==> src/rtl/bus_pkg.sv <==
// Shared definitions for the peripheral-bus command initiator: default
// widths, the FSM state encoding and well-known peripheral addresses.
package bus_pkg;

    localparam int BUS_ADDR_W = 8;
    localparam int BUS_DATA_W = 8;
    localparam int BUS_LEN_W  = 4;

    // Memory-mapped LED register on the CPU-side peripheral bus.
    localparam logic [7:0] LED_REG_ADDR = 8'h80;

    typedef enum logic [2:0] {
        ST_IDLE    = 3'd0,
        ST_WDATA   = 3'd1,
        ST_ISSUE   = 3'd2,
        ST_CAPTURE = 3'd3,
        ST_RESP    = 3'd4
    } bus_init_state_t;

endpackage

==> src/rtl/bus_initiator.sv <==
// Command-driven second master for the CPU-side peripheral bus.
// Accepts burst commands, issues one-cycle read/write strobes per beat and
// returns read data (or echoed write data) on a valid/ready response stream.
//
// Handshakes: every stream (cmd, wd, rsp) transfers on a rising edge where
// both valid and ready are high; the producer holds valid and its payload
// stable until that edge, and ready/valid driven by this block are registered.
//
// Build option: define BUS_INIT_POSTED_WR_EN to make write bursts posted
// (no response beats, wd_ready also offered in ISSUE for back-to-back writes).
module bus_initiator
    import bus_pkg::*;
#(
    parameter int ADDR_W = BUS_ADDR_W,
    parameter int DATA_W = BUS_DATA_W,
    parameter int LEN_W  = BUS_LEN_W
) (
    input  logic              clk,
    input  logic              rst,
    input  logic              cmd_valid,
    output logic              cmd_ready,
    input  logic              cmd_write,
    input  logic [ADDR_W-1:0] cmd_addr,
    input  logic [LEN_W-1:0]  cmd_len,
    input  logic              wd_valid,
    output logic              wd_ready,
    input  logic [DATA_W-1:0] wd_data,
    output logic              rsp_valid,
    input  logic              rsp_ready,
    output logic [DATA_W-1:0] rsp_data,
    output logic              rsp_write,
    output logic              rsp_last,
    output logic              busy,
    output logic              bus_write,
    output logic              bus_read,
    output logic [ADDR_W-1:0] bus_addr,
    output logic [DATA_W-1:0] bus_dout,
    input  logic [DATA_W-1:0] bus_din
);

    localparam logic [ADDR_W-1:0] ADDR_ONE = ADDR_W'(1);
    localparam logic [LEN_W-1:0]  BEAT_ONE = LEN_W'(1);

    bus_init_state_t   state_q;
    logic              write_q;
    logic [ADDR_W-1:0] addr_q;
    logic [LEN_W-1:0]  len_q;
    logic [LEN_W-1:0]  beat_q;

    logic              cmd_ready_q;
    logic              wd_ready_q;
    logic              rsp_valid_q;
    logic [DATA_W-1:0] rsp_data_q;
    logic              rsp_write_q;
    logic              rsp_last_q;
    logic              busy_q;
    logic              bus_write_q;
    logic              bus_read_q;
    logic [ADDR_W-1:0] bus_addr_q;
    logic [DATA_W-1:0] bus_dout_q;

    // Address and beat index of the following beat (address wraps at 2^ADDR_W).
    logic [ADDR_W-1:0] addr_d;
    logic [LEN_W-1:0]  beat_d;
    logic              last_beat;

    assign addr_d    = addr_q + ADDR_ONE;
    assign beat_d    = beat_q + BEAT_ONE;
    assign last_beat = (beat_q == len_q);

    // Burst FSM; every output is produced by a register updated here.
    always_ff @(posedge clk) begin
        if (rst) begin
            state_q     <= ST_IDLE;
            write_q     <= 1'b0;
            addr_q      <= '0;
            len_q       <= '0;
            beat_q      <= '0;
            cmd_ready_q <= 1'b0;
            wd_ready_q  <= 1'b0;
            rsp_valid_q <= 1'b0;
            rsp_data_q  <= '0;
            rsp_write_q <= 1'b0;
            rsp_last_q  <= 1'b0;
            busy_q      <= 1'b0;
            bus_write_q <= 1'b0;
            bus_read_q  <= 1'b0;
            bus_addr_q  <= '0;
            bus_dout_q  <= '0;
        end else begin
            // Strobes last exactly one cycle unless re-armed below.
            bus_write_q <= 1'b0;
            bus_read_q  <= 1'b0;

            case (state_q)
                ST_IDLE: begin
                    cmd_ready_q <= 1'b1;
                    if (cmd_valid && cmd_ready_q) begin
                        cmd_ready_q <= 1'b0;
                        busy_q      <= 1'b1;
                        write_q     <= cmd_write;
                        addr_q      <= cmd_addr;
                        len_q       <= cmd_len;
                        beat_q      <= '0;
                        if (cmd_write) begin
                            state_q    <= ST_WDATA;
                            wd_ready_q <= 1'b1;
                        end else begin
                            state_q    <= ST_ISSUE;
                            bus_read_q <= 1'b1;
                            bus_addr_q <= cmd_addr;
                        end
                    end
                end

                ST_WDATA: begin
                    if (wd_valid && wd_ready_q) begin
                        state_q     <= ST_ISSUE;
                        bus_write_q <= 1'b1;
                        bus_addr_q  <= addr_q;
                        bus_dout_q  <= wd_data;
`ifdef BUS_INIT_POSTED_WR_EN
                        // Keep accepting data in ISSUE unless this is the final beat.
                        wd_ready_q  <= !last_beat;
`else
                        wd_ready_q  <= 1'b0;
`endif
                    end
                end

                ST_ISSUE: begin
                    if (write_q) begin
`ifdef BUS_INIT_POSTED_WR_EN
                        if (last_beat) begin
                            state_q     <= ST_IDLE;
                            busy_q      <= 1'b0;
                            cmd_ready_q <= 1'b1;
                            wd_ready_q  <= 1'b0;
                        end else begin
                            addr_q <= addr_d;
                            beat_q <= beat_d;
                            if (wd_valid && wd_ready_q) begin
                                // Back-to-back beat: strobe again next cycle.
                                bus_write_q <= 1'b1;
                                bus_addr_q  <= addr_d;
                                bus_dout_q  <= wd_data;
                                wd_ready_q  <= (beat_d != len_q);
                            end else begin
                                state_q <= ST_WDATA;
                            end
                        end
`else
                        state_q     <= ST_RESP;
                        rsp_valid_q <= 1'b1;
                        rsp_data_q  <= bus_dout_q;
                        rsp_write_q <= 1'b1;
                        rsp_last_q  <= last_beat;
`endif
                    end else begin
                        state_q <= ST_CAPTURE;
                    end
                end

                ST_CAPTURE: begin
                    state_q     <= ST_RESP;
                    rsp_valid_q <= 1'b1;
                    rsp_data_q  <= bus_din;
                    rsp_write_q <= 1'b0;
                    rsp_last_q  <= last_beat;
                end

                ST_RESP: begin
                    if (rsp_valid_q && rsp_ready) begin
                        rsp_valid_q <= 1'b0;
                        if (rsp_last_q) begin
                            state_q     <= ST_IDLE;
                            busy_q      <= 1'b0;
                            cmd_ready_q <= 1'b1;
                        end else begin
                            addr_q <= addr_d;
                            beat_q <= beat_d;
                            if (write_q) begin
                                state_q    <= ST_WDATA;
                                wd_ready_q <= 1'b1;
                            end else begin
                                state_q    <= ST_ISSUE;
                                bus_read_q <= 1'b1;
                                bus_addr_q <= addr_d;
                            end
                        end
                    end
                end

                default: begin
                    state_q <= ST_IDLE;
                end
            endcase
        end
    end

    assign cmd_ready = cmd_ready_q;
    assign wd_ready  = wd_ready_q;
    assign rsp_valid = rsp_valid_q;
    assign rsp_data  = rsp_data_q;
    assign rsp_write = rsp_write_q;
    assign rsp_last  = rsp_last_q;
    assign busy      = busy_q;
    assign bus_write = bus_write_q;
    assign bus_read  = bus_read_q;
    assign bus_addr  = bus_addr_q;
    assign bus_dout  = bus_dout_q;

endmodule

==> config.mk <==
export PLATFORM = sky130hd
export DESIGN_NAME = bus_initiator
export DESIGN_NICKNAME = d
export VERILOG_FILES = /design/src/rtl/bus_pkg.sv /design/src/rtl/bus_initiator.sv
export SDC_FILE = /design/constraint.sdc
export NUM_CORES = 1
export LEC_CHECK = 0
export CAP_MARGIN = 0
export CORE_ASPECT_RATIO = 1.1
export CORE_MARGIN = 1.5
export CORE_UTILIZATION = 47
export CTS_BUF_LIST = sky130_fd_sc_hd__clkbuf_8
export DETAILED_ROUTE_END_ITERATION = 8
export PLACE_DENSITY = 0.76
export SLEW_MARGIN = 0
export SYNTH_ARGS = -nofsm -noshare
export SYNTH_HDL_FRONTEND = slang
export SYNTH_SLANG_ARGS = --single-unit
==> constraint.sdc <==
create_clock -name clk -period 1.66 [get_ports clk]
set_clock_uncertainty 0.1 [all_clocks]
set_input_delay 0.249 -clock clk [delete_from_list [all_inputs] [get_ports clk]]
set_output_delay 0.249 -clock clk [all_outputs]
set_load 0.02 [all_outputs]
==> results.rst <==
.. list-table::
   :header-rows: 1

   * - Metric
     - Value
   * - Max-slew violations
     - 0
   * - Number of endpoints with negative hold slack in the final report
     - 0
   * - Worst-path cell chain
     - clkdlybuf4s50_1
   * - Number of buffers inserted by port buffering
     - 65
   * - Count of synthesis-stage warnings from yosys
     - 0
   * - Primary flip-flop cell chosen by synthesis mapping
     - sky130_fd_sc_hd__dfxtp_1
   * - Routed vias
     - 2960
   * - Total routing usage reported by global routing
     - roughly a quarter
   * - Top Family by Delay on Critical Path
     - buffers and inverters
   * - Die height
     - 83.70 µm
   * - Hold buffer count at CTS
     - 0
   * - ANT cells
     - 0
   * - Time the worst path needs with I/O delays and setup
     - 1.635 ns
   * - Sequential cell area fraction in the yosys report
     - 37.41%
   * - Number of nets in the synthesized netlist
     - 376
   * - WP data required
     - about 1.3 ns
   * - Reg-to-reg setup timing slack
     - around 0.05 ns
   * - Final design instance area without fill
     - 4039 µm²
   * - Top cells by instance count after synthesis
     - 52 x sky130_fd_sc_hd__dfxtp_1, 37 x sky130_fd_sc_hd__nor2_1, 30 x sky130_fd_sc_hd__a21oi_1
   * - Slew at the pin closest to its max-slew limit
     - 0.3282 ns
   * - Achievable frequency
     - 0.6116 GHz
   * - Clock buffer depth
     - 2
   * - Worst path depth
     - 1
   * - Worst slew margin
     - approximately 78%
   * - Final clock period utilization by the worst path
     - slightly below 100%
   * - CTS H-tree depth
     - 2
   * - Most area-consuming cells after synthesis
     - sky130_fd_sc_hd__dfxtp_1 37%, sky130_fd_sc_hd__a21oi_1 5.4%, sky130_fd_sc_hd__nor2_1 5.0%, sky130_fd_sc_hd__o21ai_0 4.7%, sky130_fd_sc_hd__mux2i_1 4.3%
   * - R2R cell count
     - 5
   * - Critical Path End
     - rsp_data[3]
   * - Origin of the worst setup path
     - rsp_data[3]$_SDFFE_PP0P_
   * - Category of the worst setup path capture point
     - primary output
   * - Cell type of the slowest stage on the worst timing path
     - sky130_fd_sc_hd__clkdlybuf4s50_1
   * - Detailed Routing Iterations Pass 1
     - 4
   * - CORE AREA
     - between 5000 and 6000 µm²
   * - Post-Route M1 WL
     - around 3500 µm
   * - Nature of the critical path startpoint
     - register
   * - Antenna-violating nets left
     - 0
   * - Type of the worst setup path
     - register to primary output
   * - Floorplan die area
     - 6392 µm²
   * - Leading area contributor after synthesis
     - sky130_fd_sc_hd__dfxtp_1
   * - Number of unique standard cell types used by synthesis
     - 55
   * - Total standard cell area after synthesis
     - approximately 2800 µm²
   * - Total Wirelength
     - between 8000 and 9000 µm
   * - Global-route wire length before repair
     - approximately 13000 µm
   * - Post-detailed-placement half-perimeter wirelength
     - between 5000 and 6000 µm
   * - Delay of the slowest cell on the worst path
     - between 0.6 and 0.7 ns
   * - Initial cell density of the core
     - between 40% and 50%
   * - Combined buffer and inverter count along the critical path
     - 1
   * - Met3 WL
     - between 300 and 400 µm
   * - Growth of design area from synthesis to finish
     - 45.14%
   * - Total congestion overflow
     - 0
   * - TritonCTS clock tree
     - yes
   * - Post-detailed-route wirelength per cell
     - roughly 16 µm
   * - Highest Signal Layer
     - met4
   * - Unrepaired setup endpoints after global routing
     - true
   * - Met2 wirelength from detailed routing
     - between 4000 and 5000 µm
   * - Row count
     - 29
   * - Proportion of layout cells with a drive suffix above 1
     - approximately a fifth
   * - Hold Startpoint
     - bus_addr[1]$_SDFFE_PP0P_
   * - Area fraction of the dominant cell type after synthesis
     - a little under two fifths
   * - Status
     - complete, no violations
   * - Number of ports placed on the die boundary
     - 66
   * - PD cells
     - 1232 nW/µm²
   * - Pin count of the biggest net entering global routing
     - 43
   * - Worst Path Max Fanout
     - 2
   * - Synthesized area per cell
     - approximately 8.2 µm²
   * - Routability cong.
     - 0.8991
   * - Count of routing violations after the opening detailed-route iteration
     - ~180
   * - Placed cell area
     - approximately 3700 µm²
   * - Flip-flop and latch count after synthesis
     - 52
   * - Number of enable flip-flop cells after synthesis
     - 0
   * - Post-route worst hold slack
     - around 0.39 ns
   * - MaxCap Viol Count
     - 0
   * - Setup-failing EPs final
     - 0
   * - Antenna violations before repair
     - 0
   * - Post-layout net count
     - 472
   * - Number of CTS-inserted buffers
     - 5
   * - Cells after Synth
     - 340
   * - Share of synthesized flip-flops with an asynchronous set or reset
     - 0%
   * - Hold/Removal Path Class
     - register to register
   * - Cell chosen for the clock root
     - sky130_fd_sc_hd__clkbuf_8
   * - Via count of the first global-routing pass
     - about 2900
   * - Worst r2r src
     - state_q[2]$_SDFFE_PP0P_
   * - Number of DRC violations after detailed routing
     - 0
   * - Vias/cell
     - 5.770
   * - Insertion delay of the later-clocked pin in the worst-skew pair
     - ~0.3 ns
   * - Data arrival at the endpoint of the critical path
     - between 1 and 1.5 ns
   * - Most frequently used cell type in the post-synthesis netlist
     - sky130_fd_sc_hd__dfxtp_1
   * - Reg clk slew, reported paths
     - 0.09 ns
   * - Critical register-to-register path endpoint
     - bus_addr[5]$_SDFFE_PP0P_
   * - Highest ir drop seen on vdd
     - approximately 720 µV
   * - Static power due to leakage
     - roughly 0.0016 µW
   * - Number of sinks driven by the clock tree
     - 52
   * - Die W
     - approximately 76 µm
[worst min path at each step]
stage                                     to  slack (ns)  depth (start not counted)
floorplan              len_q[0]$_SDFFE_PP0P_        0.29                          2
global placement    bus_addr[1]$_SDFFE_PP0P_        0.36                          2
detailed placement  bus_addr[3]$_SDFFE_PP0P_        0.36                          2
CTS                 bus_addr[3]$_SDFFE_PP0P_        0.38                          2
global route        bus_addr[5]$_SDFFE_PP0P_        0.41                          2
finish              bus_addr[1]$_SDFFE_PP0P_        0.39                          2
[state kept, by name, summed over array words and instances, names as in the netlist]
| register | count |
|---|---|
| addr_q | 8 |
| beat_q | 4 |
| bus_addr | 8 |
| bus_dout | 8 |
| bus_read | 1 |
| bus_write | 1 |
| busy | 1 |
| cmd_ready | 1 |
| len_q | 4 |
| rsp_data | 8 |
| rsp_last | 1 |
| rsp_valid | 1 |
| rsp_write | 1 |
| state_q | 3 |
| wd_ready | 1 |
| write_q | 1 |
[placed cells by master (no fill, tap or decap), drive strengths merged, types with 4 or more instances in the layout]
master / n
nor2: 39
nor4: 5
xor2: 5
o32ai: 5
o21ai: 27
dlygate4sd2: 5
inv: 4
mux2i: 12
a21oi: 30
a311oi: 11
buf: 51
nor3b: 5
nand4: 4
nand2: 26
o2111ai: 4
dlymetal6s2s: 6
and2: 8
nor2b: 5
clkbuf: 5
nor3: 11
dfxtp: 52
clkdlybuf4s50: 54
nand3: 15
[routing by layer]
layer  vias up  global-route usage [%]
li1       1438                       -
met1      1413                   29.69
met2        93                   43.59
met3        16                   4.918
met4         0                   8.923
met5         -                       0
[cell families after synthesis]
logic type               synth area share (%)
AO/OA/AOI/OAI                           23.07
XOR/XNOR                                2.203
adder cells (fa/ha/maj)                0.8991
buffers and inverters                   5.621
flip-flops                              37.41
multiplexers                            4.721
AND/OR/NAND/NOR                         26.08
[final cells by class]
cell class	instances	area [µm²]
multi-input combinational	258	1734
inverter	3	11.26
tap	77	96.34
clock buffer	5	68.82
fill	485	1694
clock inverter	2	8.758
timing repair buffer	116	1072
sequential	52	1047
[timing repair]
action,CTS,global route
setup buffers,0,2
gates resized for setup,14,40
gates cloned,1,3
endpoints found under the setup margin,24,45
hold endpoints to repair,0,0
pin swaps,1,5
[through the flow]
stage	setup TNS, ns	worst slack [ns]	cells	total power (µW)	util [%]
6_report	0	0.02499	513	4976	70.45
5_1_grt	-0.03816	-0.01853	513	5271	70.45
4_1_cts	0	0.006127	508	4718	67.15
3_5_place_dp	-7.615	-0.4579	500	4007	65.39
3_3_place_gp	-6.007	-0.2894	500	3962	65.39
2_1_floorplan	0	0.07670	340	3041	-
[power by group]
group          internal (µW)  leakage [µW]  switching, µW
combinational           1220       0.00111           1380
sequential              1480      0.000424            217
clock                    282     0.0000452            396
Note: power is estimated with default switching activity, not from simulation.
